## config.mk

```make
export PLATFORM = sky130hd
export DESIGN_NAME = aes_ctr_stream
export DESIGN_NICKNAME = d
export VERILOG_FILES = /design/src/rtl/aes_ctr_stream.sv
export SDC_FILE = /design/constraint.sdc
export NUM_CORES = 1
export LEC_CHECK = 0
export ABC_CLOCK_PERIOD_IN_PS = 2300
export CORE_AREA = 2 2 456 458
export DETAILED_ROUTE_END_ITERATION = 10
export DIE_AREA = 0 0 458 460
export HOLD_SLACK_MARGIN = 0.06
export PLACE_DENSITY = 0.42
export SLEW_MARGIN = 20
export SYNTH_ARGS = -nofsm -noshare
export SYNTH_HDL_FRONTEND = slang
export SYNTH_SLANG_ARGS = --single-unit
```

## constraint.sdc

```tcl
create_clock -name clk -period 2.3 [get_ports clk]
set_input_delay 0.345 -clock clk [delete_from_list [all_inputs] [get_ports clk]]
set_output_delay 0.345 -clock clk [all_outputs]
set_load 0.01 [all_outputs]
```

## src/rtl/aes_ctr_stream.sv

```systemverilog
// aes_ctr_stream: AES-256 CTR stream engine; cfg_* starts a message, in_*/out_* carry data blocks, core_* drive an external AES-256 encrypt core, busy/done/ctr_wrap report status
module aes_ctr_stream #(
  parameter int CTR_W = 32,
  parameter int LEN_W = 16
) (
  input  logic             clk,
  input  logic             rst,
  input  logic             cfg_valid_i,
  output logic             cfg_ready_o,
  input  logic [255:0]     cfg_key_i,
  input  logic [127:0]     cfg_ctr_i,
  input  logic [LEN_W-1:0] cfg_len_i,
  input  logic             in_valid_i,
  output logic             in_ready_o,
  input  logic [127:0]     in_data_i,
  output logic             out_valid_o,
  input  logic             out_ready_i,
  output logic [127:0]     out_data_o,
  output logic             out_last_o,
  output logic             core_start_o,
  output logic [255:0]     core_key_o,
  output logic [127:0]     core_block_o,
  input  logic             core_done_i,
  input  logic [127:0]     core_result_i,
  output logic             busy_o,
  output logic             done_o,
  output logic             ctr_wrap_o
);
  typedef enum logic [2:0] {IDLE, GEN, WAIT, MIX, OUT} state_t;
  localparam logic [127:0] LOW_MASK = {128{1'b1}} >> (128 - CTR_W);
  state_t state_q, state_d;
  logic [255:0] key_q;
  logic [127:0] ctr_q, ks_q, out_q, ctr_inc;
  logic [LEN_W-1:0] rem_q;
  logic wrap_q, done_q, ovf, cfg_hs, in_hs, out_hs, last;
  assign cfg_ready_o = ~rst & (state_q == IDLE);
  assign core_start_o = ~rst & (state_q == GEN);
  assign in_ready_o = ~rst & (state_q == MIX);
  assign out_valid_o = ~rst & (state_q == OUT);
  assign busy_o = ~rst & (state_q != IDLE);
  assign last = rem_q == LEN_W'(1);
  assign out_last_o = out_valid_o & last;
  assign cfg_hs = cfg_valid_i & cfg_ready_o;
  assign in_hs = in_valid_i & in_ready_o;
  assign out_hs = out_valid_o & out_ready_i;
  assign ctr_inc = (ctr_q & ~LOW_MASK) | ((ctr_q + 128'd1) & LOW_MASK);
  assign ovf = &(ctr_q | ~LOW_MASK);
  assign core_key_o = key_q;
  assign core_block_o = ctr_q;
  assign out_data_o = out_q;
  assign done_o = done_q;
  assign ctr_wrap_o = wrap_q;
  always_comb begin
    state_d = state_q;
    case (state_q)
      IDLE: state_d = (cfg_hs && cfg_len_i != '0) ? GEN : IDLE;
      GEN:  state_d = WAIT;
      WAIT: state_d = core_done_i ? MIX : WAIT;
      MIX:  state_d = in_valid_i ? OUT : MIX;
      OUT:  state_d = out_ready_i ? (last ? IDLE : GEN) : OUT;
      default: state_d = IDLE;
    endcase
  end
  always_ff @(posedge clk) begin
    if (rst) begin
      state_q <= IDLE;
      key_q <= '0;
      ctr_q <= '0;
      rem_q <= '0;
      ks_q <= '0;
      out_q <= '0;
      wrap_q <= 1'b0;
      done_q <= 1'b0;
    end else begin
      state_q <= state_d;
      done_q <= (cfg_hs && cfg_len_i == '0) || (out_hs && last);
      if (cfg_hs) begin
        key_q <= cfg_key_i;
        ctr_q <= cfg_ctr_i;
        rem_q <= cfg_len_i;
        wrap_q <= 1'b0;
      end
      if (core_done_i && state_q == WAIT) ks_q <= core_result_i;
      if (in_hs) out_q <= in_data_i ^ ks_q;
      if (out_hs) begin
        rem_q <= rem_q - LEN_W'(1);
        ctr_q <= ctr_inc;
        wrap_q <= wrap_q | ovf;
      end
    end
  end
endmodule

```

==> flow_summary.yaml, run 1 <==
logic_synthesis:
  synth_compound_gate_area_share_pct: 11.4
  synth_fp_nets: 3690
  synth_xor_area_share_pct: 4.74
  ys_ff_latch: 661
  synth_top_family_by_area: "simple AND/OR/NAND/NOR gates"
  syn_area_um2: 25300
  syn_area_per_cell_um2: 8.36
  synth.top_cell.area_share_pct: 52.3
  synth-main-ff-cell: "dfxtp_1"
  synth_simple_gate_area_share_pct: 27.5
  synth_cell_types: 56
  yosys.area.top_type: "dfxtp_1"
  synthCells: 3025
  synthAdderAreaFrac_pct: 0.148
  yosysWarnings: 0
  ys_seq_area_share_pct: 52.3
  muxShareOfSynthArea_pct: 0.0841
  synth_edf_count: 0
  postSynth.asyncResetShare_pct: 0
  synth_area_leaders: "dfxtp_1 52%, nand2_1 15%, nand3b_1 7.6%"
global_route:
  grt_pass1_wl_mm: 205
  grtUsageTotal_pct: 13.8
  grt_max_degree: 166
  overflow: 0
  antenna_found_initial: 45
  grt_pass1_vias: 25275
worst_setup_path:
  reg2reg_from: "rem_q[0]"
  required_ps: 1960
  reg2reg_slack_ps: 60
  worstSetupStartpointType: "flop"
  crit_fanout: 2
  crit_type: "flop to output port"
  worstSetupEndpointType: "output port"
  worst_ep_arrival_time_ps: 2460
  startpoint: "rem_q[1]"
timing:
  clock.fmax_ghz: 0.356
  worst_slew_pin_slew_ps: 817
  timing.final.crit_share_pct: 122
  finClkSkew_ps: 31.1
  setup_viol: 1
  period_needed_ps: 2810
  drv_slew: 0
  relSlewSlack_pct: 45.5
  hold_viol: 0
  rsz0062_at_grt: "true"
  fin_ws_ps: -508
  finalSetupTns_ps: -508
clocking:
  clk_path_buf_depth: 3
  root_buffer: "clkbuf_16"
  h-tree-depth: 3
  cts_tree: "done"
  clock_latency_ps: 700
  path_clk_slew_ps: 60
  cts.sinks: 661
  numCtsBuffers: 87
floorplan:
  die_h_um: 460
  boundaryPins: 1182
  die_area_um2: 211000
  std_cell_rows: 167
  initial_core_util_pct: 12.3
  coreArea_um2: 206000
  fp.dieW_um: 458
worst_hold_path:
  hp-start: "cfg_key_i[32]"
  hold_path_class: "input pin to flop"
status:
  status: "finished with violations"
  violations: "negative setup slack"
detailed_routing:
  drt_pass1_iterations: 5
  drt_iter0_markers: 1504
  antenna_left: 0
  wire_per_inst_um: 21.8
  vias: 25608
  wl_mm: 152
  remaining_drc_errors: 0
  vias_per_cell: 3.68
layout:
  design_area_um2: 43900
  final_cell_mix: "1148 x clkdlybuf4s50_1, 989 x nand2_1, 650 x dfxtp_1"
  layout_commonest_cell: "clkdlybuf4s50_1"
  layout.nets: 4851
  drive_gt1_share_pct: 7.24
  final_cells: 6967
  area_delta_synth_final_pct: 73.4
power:
  p_leak_nw: 15.8
  ir_drop_uv: 485
  power_density_nw_per_um2: 720
  power.total_mw: 31.6
placed_design:
  portBuffers: 1181
  pre_cts_slack_ps: -268
  dp_cells: 6790
  dpl_cell_area_um2: 40700
  dp_hpwl_mm: 120
  gp_congestion: 0.840
run:
  maxCapViolations: 0
kinds of logic after synthesis:
logic type | after synthesis
multiplexers | 2
AND/OR/NAND/NOR | 1511
AO/OA/AOI/OAI | 477
adder cells (fa/ha/maj) | 3
buffers and inverters | 234
flip-flops | 661
XOR/XNOR | 137
metal layers:
| metal | global-route usage (%) | up-vias | part of all wire (%) |
|---|---|---|---|
| met4 | 2.81 | 36 | 1.6 |
| met1 | 16.1 | 11905 | 40 |
| met5 | 0 | - | 0.15 |
| met2 | 23.1 | 1041 | 47 |
| li1 | - | 12438 | - |
| met3 | 6.20 | 188 | 11 |
state kept, by name, summed over array words and instances, names as in the netlist:
register      flops
core_block_o    128
core_key_o      256
ctr_wrap_o        1
done_o            1
ks_q            128
out_data_o      128
rem_q            16
state_q           3
layout make-up:
class / instances / area (µm²)
inverter: 6 / 22.5
timing repair buffer: 1300 / 13000
clock inverter: 29 / 335
antenna: 7 / 17.5
sequential: 661 / 13200
tap: 2704 / 3380
clock buffer: 130 / 2630
fill: 22744 / 162000
multi-input combinational: 2130 / 11200
where the power goes:
part	switching [mW]	internal, mW
sequential	0.458	12.1
clock	5.89	8.29
combinational	2.29	2.57
synth_stat cells, types with 3 or more instances:
cell / n
nand4_1: 9
buf_1: 7
nand3b_1: 256
nor4_1: 13
a22oi_1: 11
a221oi_1: 5
a21o_1: 3
and3_1: 7
o21ai_1: 3
or3_1: 6
nor2_1: 163
o211ai_1: 5
a221o_1: 5
nand2b_1: 3
buf_6: 4
nor3b_1: 4
xnor2_1: 134
a32oi_1: 5
nand3_1: 18
o311ai_0: 6
a31oi_1: 9
xor2_1: 3
or4_1: 5
dfxtp_1: 661
nand2_1: 990
and4_1: 3
nor4b_1: 3
nor3_1: 12
ha_1: 3
and2_1: 3
o22ai_1: 4
a211oi_1: 129
inv_1: 6
o21ai_0: 25
clkbuf_1: 180
buf_2: 36
a21oi_1: 260
nor4_2: 4
path summary, 6_finish.rpt:
kind         cells after the start                end
min                              3     core_key_o[32]
max reg2reg                      7           rem_q[8]
max                              7         out_last_o
min reg2reg                      2  core_block_o[120]
critical path, stage by stage, from the launching register on:
cell	delay, ps
dfxtp_2	320
inv_2	70
ha_4	110
or4b_4	440
or3_4	360
nor3_4	220
buf_6	140
buf_12	90
metrics by stage:
stage	hold slack [ps]	util, %
finish	166	21.3
global route	108	21.3
detailed placement	448	19.8
global placement	441	19.8
CTS	60.6	21.3
floorplan	436	-
timing repair:
action | 4_1_cts | 5_1_grt
pin swaps | 2 | 3
hold endpoints to repair | 12 | 0
hold buffers | 8 | 0
buffers inserted | 3 | 0
endpoints found under the setup margin | 28 | 5
resized for setup | 45 | 7
Power figures use the tool's default switching activity.
==> run 2, diff against run 1 <==
==> constraint.sdc (replaced) <==
create_clock -name clk -period 2.3 [get_ports clk]
set_input_delay 0.46 -clock clk [delete_from_list [all_inputs] [get_ports clk]]
set_output_delay 0.46 -clock clk [all_outputs]
set_load 0.01 [all_outputs]
==> flow_summary.yaml, run 2 (synthesis gave the netlist of run 1 again) <==
timing:
  fin_ws_ps: -676
  setup_viol: 1
  relSlewSlack_pct: 42.7
  rsz0062_at_grt: "true"
  clock.fmax_ghz: 0.336
  whs_ps: 211
  drv_slew: 0
  period_needed_ps: 2980
  worst_slew_pin_slew_ps: 859
  timing.final.crit_share_pct: 129
  hold_viol: 0
  finClkSkew_ps: 37.4
worst_setup_path:
  critical_path.top_delay_family: "simple AND/OR/NAND/NOR gates"
  path_cells: "inv_2, ha_4, or4b_4, or3_4, nor3_4, buf_6, buf_12"
  crit_buf_inv: 3
  worstSetupStartpointType: "flop"
  crit_fanout: 2
  crit_type: "flop to output port"
  worst_path_max_delay_cell: "or4b_4"
  required_ps: 1840
  critPathMaxStageDelay_ps: 440
  worstSetupEndpointType: "output port"
  worst_ep_arrival_time_ps: 2520
power:
  pwr-share-comb_pct: 15.3
  internal-power_mw: 23.2
  switching_power_mw: 8.66
  switching_share_pct: 27.2
  p_leak_nw: 16.2
  ir_drop_uv: 505
  power_density_nw_per_um2: 725
  power.clock.fraction_pct: 45.4
  seqPwrFrac_pct: 39.3
global_route:
  global_route.usage.met3_pct: 6.29
  grt_pass1_vias: 25293
  grt_use_met1_pct: 15.8
  grtUsageTotal_pct: 13.7
  grt_pass1_wl_mm: 204
  grt.busiest_layer: "met2"
  met2_usage_pct: 22.0
  antenna_found_initial: 45
  overflow: 0
  grt_max_degree: 152
clocking:
  cts.sinks: 661
  path_clk_slew_ps: 50
  numCtsBuffers: 87
  cts_tree: "done"
  h-tree-depth: 3
  root_buffer: "clkbuf_16"
  clock_latency_ps: 710
  clk_path_buf_depth: 3
  hold_buffers: 0
floorplan:
  coreArea_um2: 206000
  die_area_um2: 211000
  boundaryPins: 1182
  die_h_um: 460
  fp.dieW_um: 458
  initial_core_util_pct: 12.3
  std_cell_rows: 167
layout:
  largest_reg_flops: 256
  multi_input_area_um2: 11200
  drive_gt1_share_pct: 7.81
  regArea_um2: 13300
  layout.nets: 4864
  area_delta_synth_final_pct: 73.8
  fillers: 22794
  final_cell_mix: "1067 x clkdlybuf4s50_1, 988 x nand2_1, 647 x dfxtp_1"
  final_util_pct: 21.3
  layout_commonest_cell: "clkdlybuf4s50_1"
placed_design:
  gp_congestion: 0.829
  dp_hpwl_mm: 120
  portBuffers: 1181
detailed_routing:
  vias_per_cell: 3.70
  drt_pass1_iterations: 5
  vias: 25826
  antenna_left: 0
  remaining_drc_errors: 0
  wl_mm: 151
  drt_iter0_markers: 1603
  wire_per_inst_um: 21.6
status:
  violations: "negative setup slack"
  status: "finished with violations"
worst_hold_path:
  hold_path_class: "input pin to flop"
run:
  maxCapViolations: 0
## run 2: cell types whose count changed in the layout (fill, tap and decap cells not counted), moves of 7 or more
| cell | change |
|---|---|
| diode_2 | +7 |
| buf_4 | +25 |
| dlygate4sd3_1 | -8 |
| clkdlybuf4s50_1 | -81 |
| bufinv_16 | +7 |
| dlygate4sd2_1 | +79 |
| clkbuf_8 | -14 |
## run 2: repair_timing
| action | 4_1_cts | 5_1_grt |
|---|---|---|
| gates resized for setup | 141 | 12 |
| pin swaps | 2 | 6 |
| gates cloned | 0 | 0 |
| setup endpoints to repair | 110 | 11 |
| setup buffers | 12 | 4 |
## run 2: power by group through the flow
stage	Clock, mW	Combinational [mW]	Sequential [mW]
detailed placement	0	4.96	12.8
global route	15.5	5.23	12.6
floorplan	0	1.33	12.9
finish	14.5	4.86	12.5
CTS	15.1	4.93	12.5
global placement	0	4.98	12.8
## run 2: metrics by stage
stage | cell area, µm² | power [mW] | instances | setup WS [ps] | TNS, ps
3_5_place_dp | 40900 | 17.7 | 6808 | -384 | -695
2_1_floorplan | 25300 | 14.2 | 3025 | 159 | 0
6_report | 44000 | 31.9 | 6984 | -676 | -676
5_1_grt | 43900 | 33.3 | 6979 | -841 | -841
4_1_cts | 43900 | 32.5 | 6976 | -880 | -4690
3_3_place_gp | 40900 | 17.7 | 6808 | -399 | -838
## run 2: final cells by class
cell class | instances | share of cell area, %
Clock inverter | 35 | 1.25
Antenna cell | 14 | 0.0797
Tap cell | 2704 | 7.70
Multi-Input combinational cell | 2130 | 25.5
Inverter | 6 | 0.0512
Clock buffer | 121 | 5.54
Timing Repair Buffer | 1313 | 29.7
Sequential cell | 661 | 30.2
## run 2: final timing paths
check	from	endpoint	slack (ps)	cells after the start
max reg2reg	rem_q[1]	rem_q[8]	150	9
min reg2reg	core_block_o[125]	core_block_o[125]	450	2
max	rem_q[1]	out_last_o	-680	7
min	rst	core_block_o[121]	210	3
## run 2: tightest hold or removal path: cells and delay by family
kind | cells | cell delay (ps)
buffers and inverters | 2 | 330
AO/OA/AOI/OAI | 1 | 60
## run 2: layer usage
layer	share of wire [%]	up-vias	wire, µm
met5	0.11	-	164
met4	3.2	26	4790
met3	11	205	16500
met2	46	1067	69700
met1	40	12064	60000
li1	-	12464	-
